===== src/rtl/qspi_pkg.sv =====
// Shared types and constants for the quad-SPI flash read controller.
package qspi_pkg;

  typedef enum logic [2:0] {
    ST_IDLE,
    ST_CMD,
    ST_ADDR,
    ST_DUMMY,
    ST_DATA,
    ST_DESEL
  } state_t;

  // Placement of the flash pins on the uio bus.
  localparam int unsigned PIN_CS  = 0;
  localparam int unsigned PIN_SCK = 3;
  localparam int unsigned PIN_IO [3:0] = '{5, 4, 2, 1};

  // IO0 drives serial bits, IO1 floats, IO2/IO3 hold WP#/HOLD# high.
  localparam logic [3:0] OE_CMD = 4'b1101;

  // Serial bits sent before the dummy phase: opcode plus 24-bit address.
  localparam int unsigned HDR_BITS = 32;
  localparam int unsigned CNT_W    = 6;

endpackage


===== src/rtl/qspi_shift_reg.sv =====
// 32-bit shifter: serialises {opcode, address} one bit per slot and
// gathers read data four bits per slot.
module qspi_shift_reg
  import qspi_pkg::*;
(
  input  logic        clk,
  input  logic        rst,
  input  logic        load,
  input  logic [31:0] load_val,
  input  logic        shift1,
  input  logic        shift4,
  input  logic [3:0]  din,
  output logic        bit_next,
  output logic [3:0]  nib
);

  logic [31:0] q;

  // Load, rotate one bit toward the MSB, or shift in a nibble.
  always_ff @(posedge clk or posedge rst) begin
    if (rst) begin
      q <= '0;
    end else if (load) begin
      q <= load_val;
    end else if (shift1) begin
      q <= {q[30:0], q[31]};
    end else if (shift4) begin
      q <= {q[27:0], din};
    end
  end

  assign bit_next = q[30];
  assign nib      = q[3:0];

endmodule


===== src/rtl/qspi_read_ctrl.sv =====
// Quad-SPI Fast Read Quad Output (0x6B) master with a valid/ready byte stream.
module qspi_read_ctrl
  import qspi_pkg::*;
#(
  parameter int unsigned LEN_W        = 8,
  parameter logic [7:0]  CMD          = 8'h6B,
  parameter int unsigned DUMMY_CYCLES = 8,
  parameter int unsigned CS_HIGH_CLKS = 2
) (
  input  logic             clk,
  input  logic             rst,
  input  logic             req_valid,
  output logic             req_ready,
  input  logic [23:0]      req_addr,
  input  logic [LEN_W-1:0] req_len,
  output logic             data_valid,
  input  logic             data_ready,
  output logic [7:0]       data_out,
  output logic             data_last,
  output logic             qspi_cs_n,
  output logic             qspi_sck,
  output logic [3:0]       qspi_io_out,
  output logic [3:0]       qspi_io_oe,
  input  logic [3:0]       qspi_io_in
);

  localparam int unsigned GUARD_W = (CS_HIGH_CLKS > 1) ? $clog2(CS_HIGH_CLKS) : 1;
  localparam logic [GUARD_W-1:0] GUARD_MAX = GUARD_W'(CS_HIGH_CLKS - 1);

  state_t             state;
  logic               ph;
  logic               half;
  logic [CNT_W-1:0]   cnt;
  logic [LEN_W-1:0]   bcnt;
  logic [GUARD_W-1:0] gcnt;

  logic       sr_load;
  logic       sr_shift1;
  logic       sr_shift4;
  logic       sr_bit_next;
  logic [3:0] sr_nib;
  logic       drain_ok;

  // Shifter strobes: load on handshake, shift at the end of each sck-high phase.
  always_comb begin
    sr_load   = (state == ST_IDLE) && req_ready && req_valid;
    sr_shift1 = ph && ((state == ST_CMD) || (state == ST_ADDR));
    sr_shift4 = ph && (state == ST_DATA);
    drain_ok  = !data_valid || data_ready;
  end

  qspi_shift_reg u_sr (
    .clk      (clk),
    .rst      (rst),
    .load     (sr_load),
    .load_val ({CMD, req_addr}),
    .shift1   (sr_shift1),
    .shift4   (sr_shift4),
    .din      (qspi_io_in),
    .bit_next (sr_bit_next),
    .nib      (sr_nib)
  );

  // Transaction sequencer with registered pin and stream outputs.
  always_ff @(posedge clk or posedge rst) begin
    if (rst) begin
      state       <= ST_IDLE;
      ph          <= 1'b0;
      half        <= 1'b0;
      cnt         <= '0;
      bcnt        <= '0;
      gcnt        <= '0;
      req_ready   <= 1'b0;
      qspi_cs_n   <= 1'b1;
      qspi_sck    <= 1'b0;
      qspi_io_oe  <= '0;
      qspi_io_out <= '0;
      data_valid  <= 1'b0;
      data_last   <= 1'b0;
      data_out    <= '0;
    end else begin
      if (data_valid && data_ready) begin
        data_valid <= 1'b0;
        data_last  <= 1'b0;
      end

      case (state)
        ST_IDLE: begin
          if (req_ready) begin
            if (req_valid) begin
              req_ready   <= 1'b0;
              state       <= ST_CMD;
              ph          <= 1'b0;
              cnt         <= '0;
              bcnt        <= req_len;
              qspi_cs_n   <= 1'b0;
              qspi_sck    <= 1'b0;
              qspi_io_oe  <= OE_CMD;
              qspi_io_out <= {2'b11, 1'b0, CMD[7]};
            end
          end else if (gcnt == GUARD_MAX) begin
            req_ready <= 1'b1;
          end else begin
            gcnt <= gcnt + GUARD_W'(1);
          end
        end

        ST_CMD, ST_ADDR: begin
          if (!ph) begin
            ph       <= 1'b1;
            qspi_sck <= 1'b1;
          end else begin
            ph       <= 1'b0;
            qspi_sck <= 1'b0;
            cnt      <= cnt + CNT_W'(1);
            if (cnt == CNT_W'(HDR_BITS - 1)) begin
              state       <= ST_DUMMY;
              cnt         <= '0;
              qspi_io_oe  <= '0;
              qspi_io_out <= '0;
            end else begin
              qspi_io_out[0] <= sr_bit_next;
              if (cnt == CNT_W'(7)) begin
                state <= ST_ADDR;
              end
            end
          end
        end

        ST_DUMMY: begin
          if (!ph) begin
            ph       <= 1'b1;
            qspi_sck <= 1'b1;
          end else begin
            ph       <= 1'b0;
            qspi_sck <= 1'b0;
            if (cnt == CNT_W'(DUMMY_CYCLES - 1)) begin
              state <= ST_DATA;
              cnt   <= '0;
              half  <= 1'b0;
            end else begin
              cnt <= cnt + CNT_W'(1);
            end
          end
        end

        ST_DATA: begin
          if (!ph) begin
            // At a byte boundary, wait with sck low until the output slot drains.
            if (half || drain_ok) begin
              ph       <= 1'b1;
              qspi_sck <= 1'b1;
            end
          end else begin
            ph       <= 1'b0;
            qspi_sck <= 1'b0;
            if (!half) begin
              half <= 1'b1;
            end else begin
              half       <= 1'b0;
              data_valid <= 1'b1;
              data_out   <= {sr_nib, qspi_io_in};
              data_last  <= (bcnt == '0);
              if (bcnt == '0) begin
                state     <= ST_DESEL;
                qspi_cs_n <= 1'b1;
                gcnt      <= '0;
              end else begin
                bcnt <= bcnt - LEN_W'(1);
              end
            end
          end
        end

        ST_DESEL: begin
          if ((gcnt == GUARD_MAX) && drain_ok) begin
            state     <= ST_IDLE;
            req_ready <= 1'b1;
          end else if (gcnt != GUARD_MAX) begin
            gcnt <= gcnt + GUARD_W'(1);
          end
        end

        default: begin
          state <= ST_IDLE;
        end
      endcase
    end
  end

endmodule


===== config.mk =====
export PLATFORM = sky130hd
export DESIGN_NAME = qspi_read_ctrl
export DESIGN_NICKNAME = d
export VERILOG_FILES = /design/src/rtl/qspi_pkg.sv /design/src/rtl/qspi_shift_reg.sv /design/src/rtl/qspi_read_ctrl.sv
export SDC_FILE = /design/constraint.sdc
export NUM_CORES = 1
export LEC_CHECK = 0
export ABC_CLOCK_PERIOD_IN_PS = 4600
export BUFFER_PORTS_ARGS = -buffer_cell sky130_fd_sc_hd__clkbuf_2
export CAP_MARGIN = 15
export CORE_ASPECT_RATIO = 0.5
export CORE_MARGIN = 3
export CORE_UTILIZATION = 53
export CTS_CLUSTER_DIAMETER = 150
export DETAILED_ROUTE_END_ITERATION = 6
export HOLD_SLACK_MARGIN = 0.03
export PLACE_DENSITY_LB_ADDON = 0.2
export SYNTH_ARGS = -nofsm -noshare
export SYNTH_HDL_FRONTEND = slang
export SYNTH_HIERARCHICAL = 1
export SYNTH_SLANG_ARGS = --single-unit

===== constraint.sdc =====
create_clock -name clk -period 4.6 [get_ports clk]
set_input_delay 0.69 -clock clk [delete_from_list [all_inputs] [get_ports clk]]
set_output_delay 0.69 -clock clk [all_outputs]
set_load 0.05 [all_outputs]

==> impl_metrics.prom, run 1 <==
# TYPE chip_impl_metric gauge
chip_impl_info{name="status",value="complete, no violations"} 1
chip_impl_metric{name="io_pins",unit=""} 61
chip_impl_metric{name="cts_buffers",unit=""} 9
chip_impl_metric{name="antenna-diode-count",unit=""} 0
chip_impl_info{name="criticalPathCategory",value="reg2reg"} 1
chip_impl_metric{name="p_leak",unit="nW"} 1.96
chip_impl_metric{name="ant_nets",unit=""} 0
chip_impl_info{name="worstSetupEndpointType",value="register"} 1
chip_impl_metric{name="initial_standard_cell_utilization_of_the_core",unit=""} 0.565
chip_impl_metric{name="postCtsResizedCells",unit=""} 0
chip_impl_metric{name="gp_congestion",unit=""} 0.862
chip_impl_metric{name="viasPerCell",unit=""} 6.01
chip_impl_metric{name="area_of_the_mapped_netlist",unit="sq um"} 3890
chip_impl_metric{name="worst-endpoint-required",unit="ps"} 4760
chip_impl_metric{name="final-hold-violation-count",unit=""} 0
chip_impl_metric{name="wl_per_cell",unit="um"} 15.8
chip_impl_metric{name="die_h",unit="um"} 66.6
chip_impl_metric{name="swShare",unit=""} 0.396
chip_impl_info{name="grt_setup_unrepaired",value="no"} 1
chip_impl_metric{name="yosysTopAreaCellShare",unit=""} 0.424
chip_impl_metric{name="totalWireLength",unit="um"} 8820
chip_impl_metric{name="setup_violations",unit=""} 0
chip_impl_metric{name="synth_seq_area_share",unit=""} 0.431
chip_impl_metric{name="cp.buffers_inverters",unit=""} 2
chip_impl_info{name="tritoncts_clock_tree",value="yes"} 1
chip_impl_metric{name="achievable-frequency",unit="MHz"} 335
chip_impl_metric{name="share_clk_of_total_power",unit=""} 0.265
chip_impl_metric{name="die_w",unit="um"} 127
chip_impl_metric{name="seq_power_share",unit=""} 0.363
chip_impl_metric{name="synthesis.area_per_instance",unit="sq um"} 9.26
chip_impl_metric{name="postCtsSetupBuffers",unit=""} 0
chip_impl_metric{name="net_switching",unit="mW"} 1.09
chip_impl_info{name="netlist.top_cell.by_area",value="sky130_fd_sc_hd__dfrtp_1"} 1
chip_impl_metric{name="drt_drc_violations_left",unit=""} 0
chip_impl_metric{name="worst_r2r_setup_slack",unit="ps"} 1610
chip_impl_info{name="final_cell_mix",value="sky130_fd_sc_hd__dfrtp_1 (66), sky130_fd_sc_hd__clkbuf_2 (58), sky130_fd_sc_hd__a22oi_1 (51), sky130_fd_sc_hd__nand2_1 (39), sky130_fd_sc_hd__o21ai_0 (29)"} 1
chip_impl_metric{name="p_per_area",unit="nW/um^2"} 624
chip_impl_metric{name="cts_num_sinks",unit=""} 67
chip_impl_metric{name="maximum_number_of_pins_on_one_net_before_global_route_repair",unit=""} 70
chip_impl_metric{name="die-area",unit="sq um"} 8470
chip_impl_metric{name="timing.max_cap.violations",unit=""} 0
chip_impl_info{name="crit_chain",value="nor2_2, nand3_2, inv_2, nor3_4, buf_8, a22oi_1, o21ai_0"} 1
chip_impl_metric{name="synth_cell_type_count",unit=""} 58
chip_impl_metric{name="grt_antenna_before_repair",unit=""} 0
chip_impl_metric{name="first_pass_iters",unit=""} 5
chip_impl_metric{name="synth_enable_flop_cells",unit=""} 0
chip_impl_metric{name="clk_path_buf_depth",unit=""} 2
chip_impl_metric{name="peak_supply_drop",unit="mV"} 0.267
chip_impl_metric{name="finalWorstPathRequiredPeriod",unit="ps"} 2990
chip_impl_info{name="synth_ff_type",value="sky130_fd_sc_hd__dfrtp_1"} 1
chip_impl_metric{name="synth-seq-cells",unit=""} 67
chip_impl_metric{name="dpl_worst_slack",unit="ps"} 1610
chip_impl_info{name="worst_min_delay_path_class",value="in2async"} 1
chip_impl_metric{name="layout_setup_ws",unit="ps"} 1610
chip_impl_metric{name="number_of_nets_at_the_end_of_the_flow",unit=""} 504
chip_impl_metric{name="dp_hpwl",unit="um"} 5880
chip_impl_info{name="synthTopCellsByArea",value="sky130_fd_sc_hd__dfrtp_1 (42%), sky130_fd_sc_hd__a22oi_1 (9.8%), sky130_fd_sc_hd__nand2_1 (3.8%)"} 1
chip_impl_metric{name="number_of_global_route_vias_before_repair",unit=""} 3202
chip_impl_info{name="critical-path-top-delay-family",value="buffers and inverters"} 1
chip_impl_metric{name="fp-row-count",unit=""} 21
chip_impl_metric{name="netlist_instances",unit=""} 420
chip_impl_metric{name="worst_r2r_path_depth",unit=""} 7
chip_impl_metric{name="portbufs",unit=""} 58
chip_impl_metric{name="number_of_drc_violations_after_detailed_routing_iteration_0",unit=""} 309
chip_impl_info{name="most_common_library_cell_in_the_layout_ignoring_fill_and_taps",value="sky130_fd_sc_hd__dfrtp_1"} 1
chip_impl_metric{name="final_min_period_over_clock_period",unit=""} 0.649
chip_impl_metric{name="holdBufCountCts",unit=""} 0
chip_impl_metric{name="critical_path_peak_fanout",unit=""} 69
chip_impl_metric{name="grt_pass1_wl",unit="um"} 14700
chip_impl_metric{name="fin_tns_setup",unit="ps"} 0
chip_impl_metric{name="placeableCoreArea",unit="sq um"} 6880
chip_impl_info{name="cp_slowest_cell",value="sky130_fd_sc_hd__inv_2"} 1
chip_impl_metric{name="globalRouteTotalUtil",unit=""} 0.215
chip_impl_metric{name="post_route_worst_hold_slack",unit="ps"} 430
chip_impl_metric{name="finish.utilization",unit=""} 0.642
chip_impl_metric{name="comb_power_share",unit=""} 0.372
chip_impl_metric{name="cell_internal_pwr",unit="mW"} 1.67
chip_impl_metric{name="fraction_of_final_layout_cells_sized_beyond_drive_strength_1",unit=""} 0.204
chip_impl_metric{name="overall_overflow_remaining_after_global_route",unit=""} 0
chip_impl_metric{name="synth_warnings",unit=""} 6
chip_impl_metric{name="worst_tran_pin_value",unit="ps"} 1030
chip_impl_metric{name="skew",unit="ps"} 6.66
chip_impl_metric{name="critical-path-max-stage-delay",unit="ps"} 830
chip_impl_info{name="rr_endpoint",value="u_sr/q[12]"} 1
chip_impl_metric{name="cts_htree_levels",unit=""} 3
chip_impl_metric{name="drv_slew",unit=""} 0
chip_impl_info{name="clock_tree.root_cell",value="sky130_fd_sc_hd__clkbuf_16"} 1
chip_impl_info{name="critical_path.startpoint_type",value="register"} 1
chip_impl_metric{name="postSynth.asyncResetShare",unit=""} 1.00
chip_impl_metric{name="clkTransAtPathRegs",unit="ps"} 60
chip_impl_metric{name="relSlewSlack",unit=""} 0.314
chip_impl_metric{name="worst_skew_pair.late_latency",unit="ps"} 330
chip_impl_metric{name="cp_data_arrival_time",unit="ps"} 3150
chip_impl_metric{name="num_vias",unit=""} 3356
chip_impl_metric{name="power",unit="mW"} 2.76
chip_impl_metric{name="area.growth.synth_to_final",unit="%"} 13.6
chip_impl_info{name="worstReg2RegStart",value="state[0]"} 1
-- sequential cells by signal, summed over array words and instances, names as in the netlist, 2 cells and up --
signal and flops:
bcnt 8, cnt 6, data_out 8, qspi_io_out 2
state 3, u_sr/q 32
-- Yosys cell counts, types with 9 or more instances --
library cell / instances
sky130_fd_sc_hd__a22oi_1: 51
sky130_fd_sc_hd__buf_2: 9
sky130_fd_sc_hd__nand3_1: 11
sky130_fd_sc_hd__a21oi_1: 28
sky130_fd_sc_hd__o21ai_0: 29
sky130_fd_sc_hd__nand2_1: 39
sky130_fd_sc_hd__and3b_1: 12
sky130_fd_sc_hd__o21ai_1: 20
sky130_fd_sc_hd__inv_1: 12
sky130_fd_sc_hd__dfrtp_1: 66
sky130_fd_sc_hd__buf_4: 16
sky130_fd_sc_hd__clkbuf_1: 9
sky130_fd_sc_hd__nor2_1: 14
-- through the flow --
stage               instances  instance area [sq um]
global route              558                   4420
finish                    558                   4420
detailed placement        540                   4070
floorplan                 428                   3920
CTS                       556                   4390
global placement          540                   4070
-- power by group through the flow --
stage / logic, mW / clock network, mW / registers (mW)
floorplan: 0.879 / 0 / 0.962
global placement: 0.947 / 0 / 0.992
detailed placement: 0.978 / 0 / 0.998
CTS: 0.982 / 0.740 / 0.994
global route: 1.14 / 0.773 / 1.03
finish: 1.03 / 0.732 / 1.00
-- cell type report --
cell class | instances | area (sq um)
fillers | 603 | 2460
multi-input cells | 308 | 1920
flip-flops and latches | 67 | 1680
repair buffers | 63 | 343
clock buffers | 10 | 229
well taps | 92 | 115
clock inverters | 6 | 90.1
inverters | 12 | 45.0
-- logic make-up (layout without fill, tap and decap cells) --
| family | count (synthesis) | after routing | synth area share |
|---|---|---|---|
| DFF | 67 | 67 | 0.431 |
| buffers and inverters | 53 | 91 | 0.0836 |
| xor gates and xnor gates | 1 | 1 | 0.00225 |
| adders and majority gates | 3 | 3 | 0.00965 |
| other | 2 | 10 | 0.00193 |
| and+or+nand+nor | 124 | 124 | 0.186 |
| AOI/OAI and AO/OA | 169 | 169 | 0.283 |
| muxes | 1 | 1 | 0.00257 |
-- metal layers --
metal,vias to the layer above,global-route usage,share of wire
li1,1631,-,-
met1,1620,0.279,0.48
met2,94,0.345,0.46
met3,11,0.0681,0.050
met4,0,0.0709,0.010
met5,-,0,0
-- worst min-delay path: stages --
cell and delay [ps]:
sky130_fd_sc_hd__clkbuf_2 90, sky130_fd_sc_hd__inv_1 40, sky130_fd_sc_hd__buf_4 360
-- how the worst max path moves through the flow --
stage | cells after the start | slack [ps] | to | from
3_3_place_gp | 6 | 1730 | u_sr/q[21] | state[0]
5_1_grt | 7 | 1330 | u_sr/q[12] | state[0]
2_1_floorplan | 8 | 2530 | u_sr/q[28] | req_ready
6_report | 7 | 1610 | u_sr/q[12] | state[0]
3_5_place_dp | 6 | 1610 | u_sr/q[12] | state[0]
4_1_cts | 6 | 1590 | u_sr/q[12] | state[1]
Note: power is estimated with default switching activity, not from simulation.
==> run 2, diff against run 1 <==
--- a/config.mk
+++ b/config.mk
@@ -5,12 +5,13 @@
 export SDC_FILE = /design/constraint.sdc
 export NUM_CORES = 1
 export LEC_CHECK = 0
-export ABC_CLOCK_PERIOD_IN_PS = 4600
+export ABC_AREA = 1
+export ABC_CLOCK_PERIOD_IN_PS = 2670
 export BUFFER_PORTS_ARGS = -buffer_cell sky130_fd_sc_hd__clkbuf_2
 export CAP_MARGIN = 15
 export CORE_ASPECT_RATIO = 0.5
 export CORE_MARGIN = 3
-export CORE_UTILIZATION = 53
+export CORE_UTILIZATION = 52
 export CTS_CLUSTER_DIAMETER = 150
 export DETAILED_ROUTE_END_ITERATION = 6
 export HOLD_SLACK_MARGIN = 0.03
==> constraint.sdc (replaced) <==
create_clock -name clk -period 2.67 [get_ports clk]
set_input_delay 0.4005 -clock clk [delete_from_list [all_inputs] [get_ports clk]]
set_output_delay 0.4005 -clock clk [all_outputs]
set_load 0.05 [all_outputs]
==> run 2 against run 1 <==
Against the previous run:
- sequential cell count unchanged
- via count is 8.3% higher
- design area increased by 5.9%
==> impl_metrics.prom, run 2 <==
# TYPE chip_impl_metric gauge
chip_impl_metric{name="instances_no_fill",unit=""} 725
chip_impl_metric{name="placeableCoreArea",unit="sq um"} 7460
chip_impl_metric{name="die_h",unit="um"} 68.6
chip_impl_metric{name="drt_drc_violations_left",unit=""} 0
chip_impl_metric{name="initial_standard_cell_utilization_of_the_core",unit=""} 0.547
chip_impl_metric{name="achievable-frequency",unit="MHz"} 465
chip_impl_info{name="cp_slowest_cell",value="sky130_fd_sc_hd__dfrtp_1"} 1
chip_impl_info{name="grt_setup_unrepaired",value="no"} 1
chip_impl_metric{name="setup_violations",unit=""} 0
chip_impl_metric{name="timing.max_cap.violations",unit=""} 0
chip_impl_metric{name="totalWireLength",unit="um"} 8750
chip_impl_info{name="worst_min_delay_path_class",value="in2async"} 1
chip_impl_metric{name="cp_data_arrival_time",unit="ps"} 2370
chip_impl_metric{name="clkTransAtPathRegs",unit="ps"} 50
chip_impl_metric{name="nFillCells",unit=""} 698
chip_impl_metric{name="first_pass_iters",unit=""} 4
chip_impl_metric{name="area.growth.synth_to_final",unit="%"} 14.7
chip_impl_info{name="critical_path.startpoint_type",value="register"} 1
chip_impl_metric{name="number_of_drc_violations_after_detailed_routing_iteration_0",unit=""} 310
chip_impl_metric{name="globalRouteTotalUtil",unit=""} 0.205
chip_impl_metric{name="worst_tran_pin_value",unit="ps"} 710
chip_impl_metric{name="dp_hpwl",unit="um"} 6040
chip_impl_metric{name="skew",unit="ps"} 2.88
chip_impl_info{name="criticalPathCategory",value="reg2reg"} 1
chip_impl_metric{name="die-area",unit="sq um"} 9010
chip_impl_metric{name="peak_supply_drop",unit="mV"} 0.504
chip_impl_metric{name="yosysTopAreaCellShare",unit=""} 0.405
chip_impl_metric{name="dp_cells",unit=""} 709
chip_impl_info{name="tritoncts_clock_tree",value="yes"} 1
chip_impl_metric{name="wl_per_cell",unit="um"} 12.1
chip_impl_metric{name="cts_buffers",unit=""} 9
chip_impl_info{name="synthTopCellsByArea",value="sky130_fd_sc_hd__dfrtp_1 (40%), sky130_fd_sc_hd__nand2_1 (21%), sky130_fd_sc_hd__nand3_1 (11%)"} 1
chip_impl_metric{name="netlist_instances",unit=""} 561
chip_impl_info{name="crit_chain",value="inv_1, nand2_1, nor2_1, buf_4, inv_1, nor2_2, nor2_4, nand2_4, inv_4, nand2_1, nand2_1"} 1
chip_impl_metric{name="io_pins",unit=""} 61
chip_impl_info{name="registers.top_by_ff_count",value="u_sr/q"} 1
chip_impl_metric{name="synthesis.area_per_instance",unit="sq um"} 7.28
chip_impl_metric{name="viasPerCell",unit=""} 5.01
chip_impl_info{name="synth_top_cells_by_count",value="sky130_fd_sc_hd__nand2_1 (225), sky130_fd_sc_hd__nand3_1 (90), sky130_fd_sc_hd__dfrtp_1 (66)"} 1
chip_impl_info{name="synth_ff_type",value="sky130_fd_sc_hd__dfrtp_1"} 1
chip_impl_metric{name="cts_htree_levels",unit=""} 3
chip_impl_metric{name="holdBufCountCts",unit=""} 0
chip_impl_metric{name="share_clk_of_total_power",unit=""} 0.219
chip_impl_metric{name="area.sequential",unit="sq um"} 1680
chip_impl_metric{name="cp.buffers_inverters",unit=""} 4
chip_impl_metric{name="power",unit="mW"} 6.16
chip_impl_metric{name="drv_slew",unit=""} 0
chip_impl_info{name="worstReg2RegStart",value="state[2]"} 1
chip_impl_metric{name="area_of_the_mapped_netlist",unit="sq um"} 4080
chip_impl_info{name="worstSetupEndpointType",value="register"} 1
chip_impl_metric{name="synth_warnings",unit=""} 6
chip_impl_metric{name="number_of_global_route_vias_before_repair",unit=""} 3266
chip_impl_metric{name="max_reg_flops",unit=""} 32
chip_impl_info{name="status",value="complete, no violations"} 1
chip_impl_metric{name="critical-path-max-stage-delay",unit="ps"} 460
chip_impl_metric{name="cell_internal_pwr",unit="mW"} 3.31
chip_impl_metric{name="worst_r2r_path_depth",unit=""} 11
chip_impl_metric{name="postCtsResizedCells",unit=""} 0
chip_impl_metric{name="fin_tns_setup",unit="ps"} 0
chip_impl_info{name="timing.critical_path.mode_cell",value="sky130_fd_sc_hd__nand2_1"} 1
chip_impl_metric{name="worst_r2r_setup_slack",unit="ps"} 520
chip_impl_metric{name="finalWorstPathRequiredPeriod",unit="ps"} 2150
chip_impl_metric{name="overall_overflow_remaining_after_global_route",unit=""} 0
chip_impl_info{name="setup.worst_path.start",value="state[2]"} 1
chip_impl_info{name="largest_registers",value="u_sr/q x32, bcnt x8, data_out x8"} 1
chip_impl_metric{name="synth_cell_type_count",unit=""} 30
chip_impl_metric{name="worst_skew_pair.late_latency",unit="ps"} 330
chip_impl_metric{name="num_vias",unit=""} 3634
chip_impl_metric{name="critical_path_peak_fanout",unit=""} 33
chip_impl_info{name="netlist.top_cell.by_area",value="sky130_fd_sc_hd__dfrtp_1"} 1
chip_impl_metric{name="gp_congestion",unit=""} 0.834
chip_impl_metric{name="p_leak",unit="nW"} 2.51
chip_impl_metric{name="postSynth.asyncResetShare",unit=""} 1.00
chip_impl_info{name="critical-path-top-delay-family",value="simple AND/OR/NAND/NOR gates"} 1
chip_impl_metric{name="fp-row-count",unit=""} 22
chip_impl_metric{name="final-hold-violation-count",unit=""} 0
chip_impl_info{name="rr_endpoint",value="u_sr/q[8]"} 1
chip_impl_metric{name="ant_nets",unit=""} 0
chip_impl_metric{name="critical_path_cell_count",unit=""} 11
chip_impl_metric{name="number_of_nets_at_the_end_of_the_flow",unit=""} 655
chip_impl_metric{name="postCtsSetupBuffers",unit=""} 0
chip_impl_metric{name="p_per_area",unit="nW/um^2"} 1320
chip_impl_metric{name="fraction_of_final_layout_cells_sized_beyond_drive_strength_1",unit=""} 0.167
chip_impl_metric{name="maximum_number_of_pins_on_one_net_before_global_route_repair",unit=""} 34
chip_impl_metric{name="worst-endpoint-required",unit="ps"} 2890
chip_impl_metric{name="final_min_period_over_clock_period",unit=""} 0.805
chip_impl_metric{name="grt_pass1_wl",unit="um"} 14900
chip_impl_metric{name="swShare",unit=""} 0.463
chip_impl_info{name="worst_setup_path_endpoint",value="u_sr/q[8]"} 1
chip_impl_metric{name="multi_input_comb_area",unit="sq um"} 2040
chip_impl_metric{name="seq_power_share",unit=""} 0.292
chip_impl_metric{name="clk_path_buf_depth",unit=""} 2
chip_impl_info{name="most_common_library_cell_in_the_layout_ignoring_fill_and_taps",value="sky130_fd_sc_hd__nand2_1"} 1
chip_impl_metric{name="synth_seq_area_share",unit=""} 0.411
chip_impl_metric{name="die_w",unit="um"} 131
chip_impl_metric{name="cts_num_sinks",unit=""} 67
chip_impl_metric{name="antenna-diode-count",unit=""} 0
chip_impl_metric{name="synth_enable_flop_cells",unit=""} 0
chip_impl_metric{name="synth-seq-cells",unit=""} 67
chip_impl_info{name="final_cell_mix",value="sky130_fd_sc_hd__nand2_1 (225), sky130_fd_sc_hd__nand3_1 (90), sky130_fd_sc_hd__dfrtp_1 (66), sky130_fd_sc_hd__clkbuf_2 (58), sky130_fd_sc_hd__or2_0 (30)"} 1
chip_impl_metric{name="portbufs",unit=""} 58
chip_impl_info{name="clock_tree.root_cell",value="sky130_fd_sc_hd__clkbuf_16"} 1
chip_impl_metric{name="comb_power_share",unit=""} 0.489
chip_impl_metric{name="grt_antenna_before_repair",unit=""} 0
chip_impl_metric{name="net_switching",unit="mW"} 2.85
chip_impl_info{name="synth_most_common_cell",value="sky130_fd_sc_hd__nand2_1"} 1
chip_impl_metric{name="relSlewSlack",unit=""} 0.526
==> run 2: cell count changes after synthesis, moves of 11 or more <==
cell	delta
sky130_fd_sc_hd__or2_0	+30
sky130_fd_sc_hd__nand2_1	+186
sky130_fd_sc_hd__and3b_1	-12
sky130_fd_sc_hd__a22oi_1	-50
sky130_fd_sc_hd__inv_1	+16
sky130_fd_sc_hd__nand3_1	+79
sky130_fd_sc_hd__o21ai_0	-11
sky130_fd_sc_hd__a21oi_1	-22
sky130_fd_sc_hd__o21ai_1	-15
==> run 2: worst min-delay path by stage <==
stage | endpoint
finish | u_sr/q[6]
global route | u_sr/q[20]
CTS | u_sr/q[13]
detailed placement | u_sr/q[28]
global placement | u_sr/q[28]
floorplan | u_sr/q[29]
==> run 2: logic make-up after synthesis <==
| family | after synthesis | synth area share |
|---|---|---|
| compound gates | 33 | 0.0454 |
| xor+xnor | 2 | 0.00429 |
| fa+ha+maj | 3 | 0.00920 |
| buf+inv | 66 | 0.0963 |
| flops | 67 | 0.411 |
| mux | 8 | 0.0221 |
| other cells | 2 | 0.00184 |
| simple gates | 380 | 0.410 |
==> run 2: final cells by class <==
type                    count  share of cell area
multi-input cells         436               0.436
flip-flops and latches     67               0.358
repair buffers             66              0.0775
clock buffers               9              0.0481
well taps                 108              0.0289
inverters                  32              0.0262
clock inverters             7              0.0248
==> run 2: power by group through the flow <==
stage                     Sequential, mW  Clock, mW  Combinational [mW]
after floorplan                     1.88          0                2.52
after global placement              1.80          0                2.97
after detailed placement            1.80          0                3.02
after CTS                           1.79       1.37                3.03
after global routing                1.86       1.42                3.46
final                               1.80       1.35                3.01
==> run 2: per-layer routing <==
| metal | wire [um] | global-route usage | up-vias |
|---|---|---|---|
| li1 | - | - | 1871 |
| met1 | 4170 | 0.257 | 1677 |
| met2 | 4070 | 0.361 | 79 |
| met3 | 432 | 0.0587 | 7 |
| met4 | 74 | 0.0497 | 0 |
| met5 | 0 | 0 | - |
==> run 2: worst register-to-register path: cells and delay by family (launching register included) <==
kind	cells	cell delay [ps]
buffers and inverters	4	630
DFF	1	460
and+or+nand+nor	7	950
==> run 2: through the flow <==
step                 util  hold WS, ps  instance area, sq um  setup WS [ps]
finish              0.628          138                  4680            521
global route        0.628          180                  4680            262
CTS                 0.628          152                  4680            511
detailed placement  0.582          466                  4340            534
global placement    0.582          463                  4340            590
floorplan               -          449                  4110            858
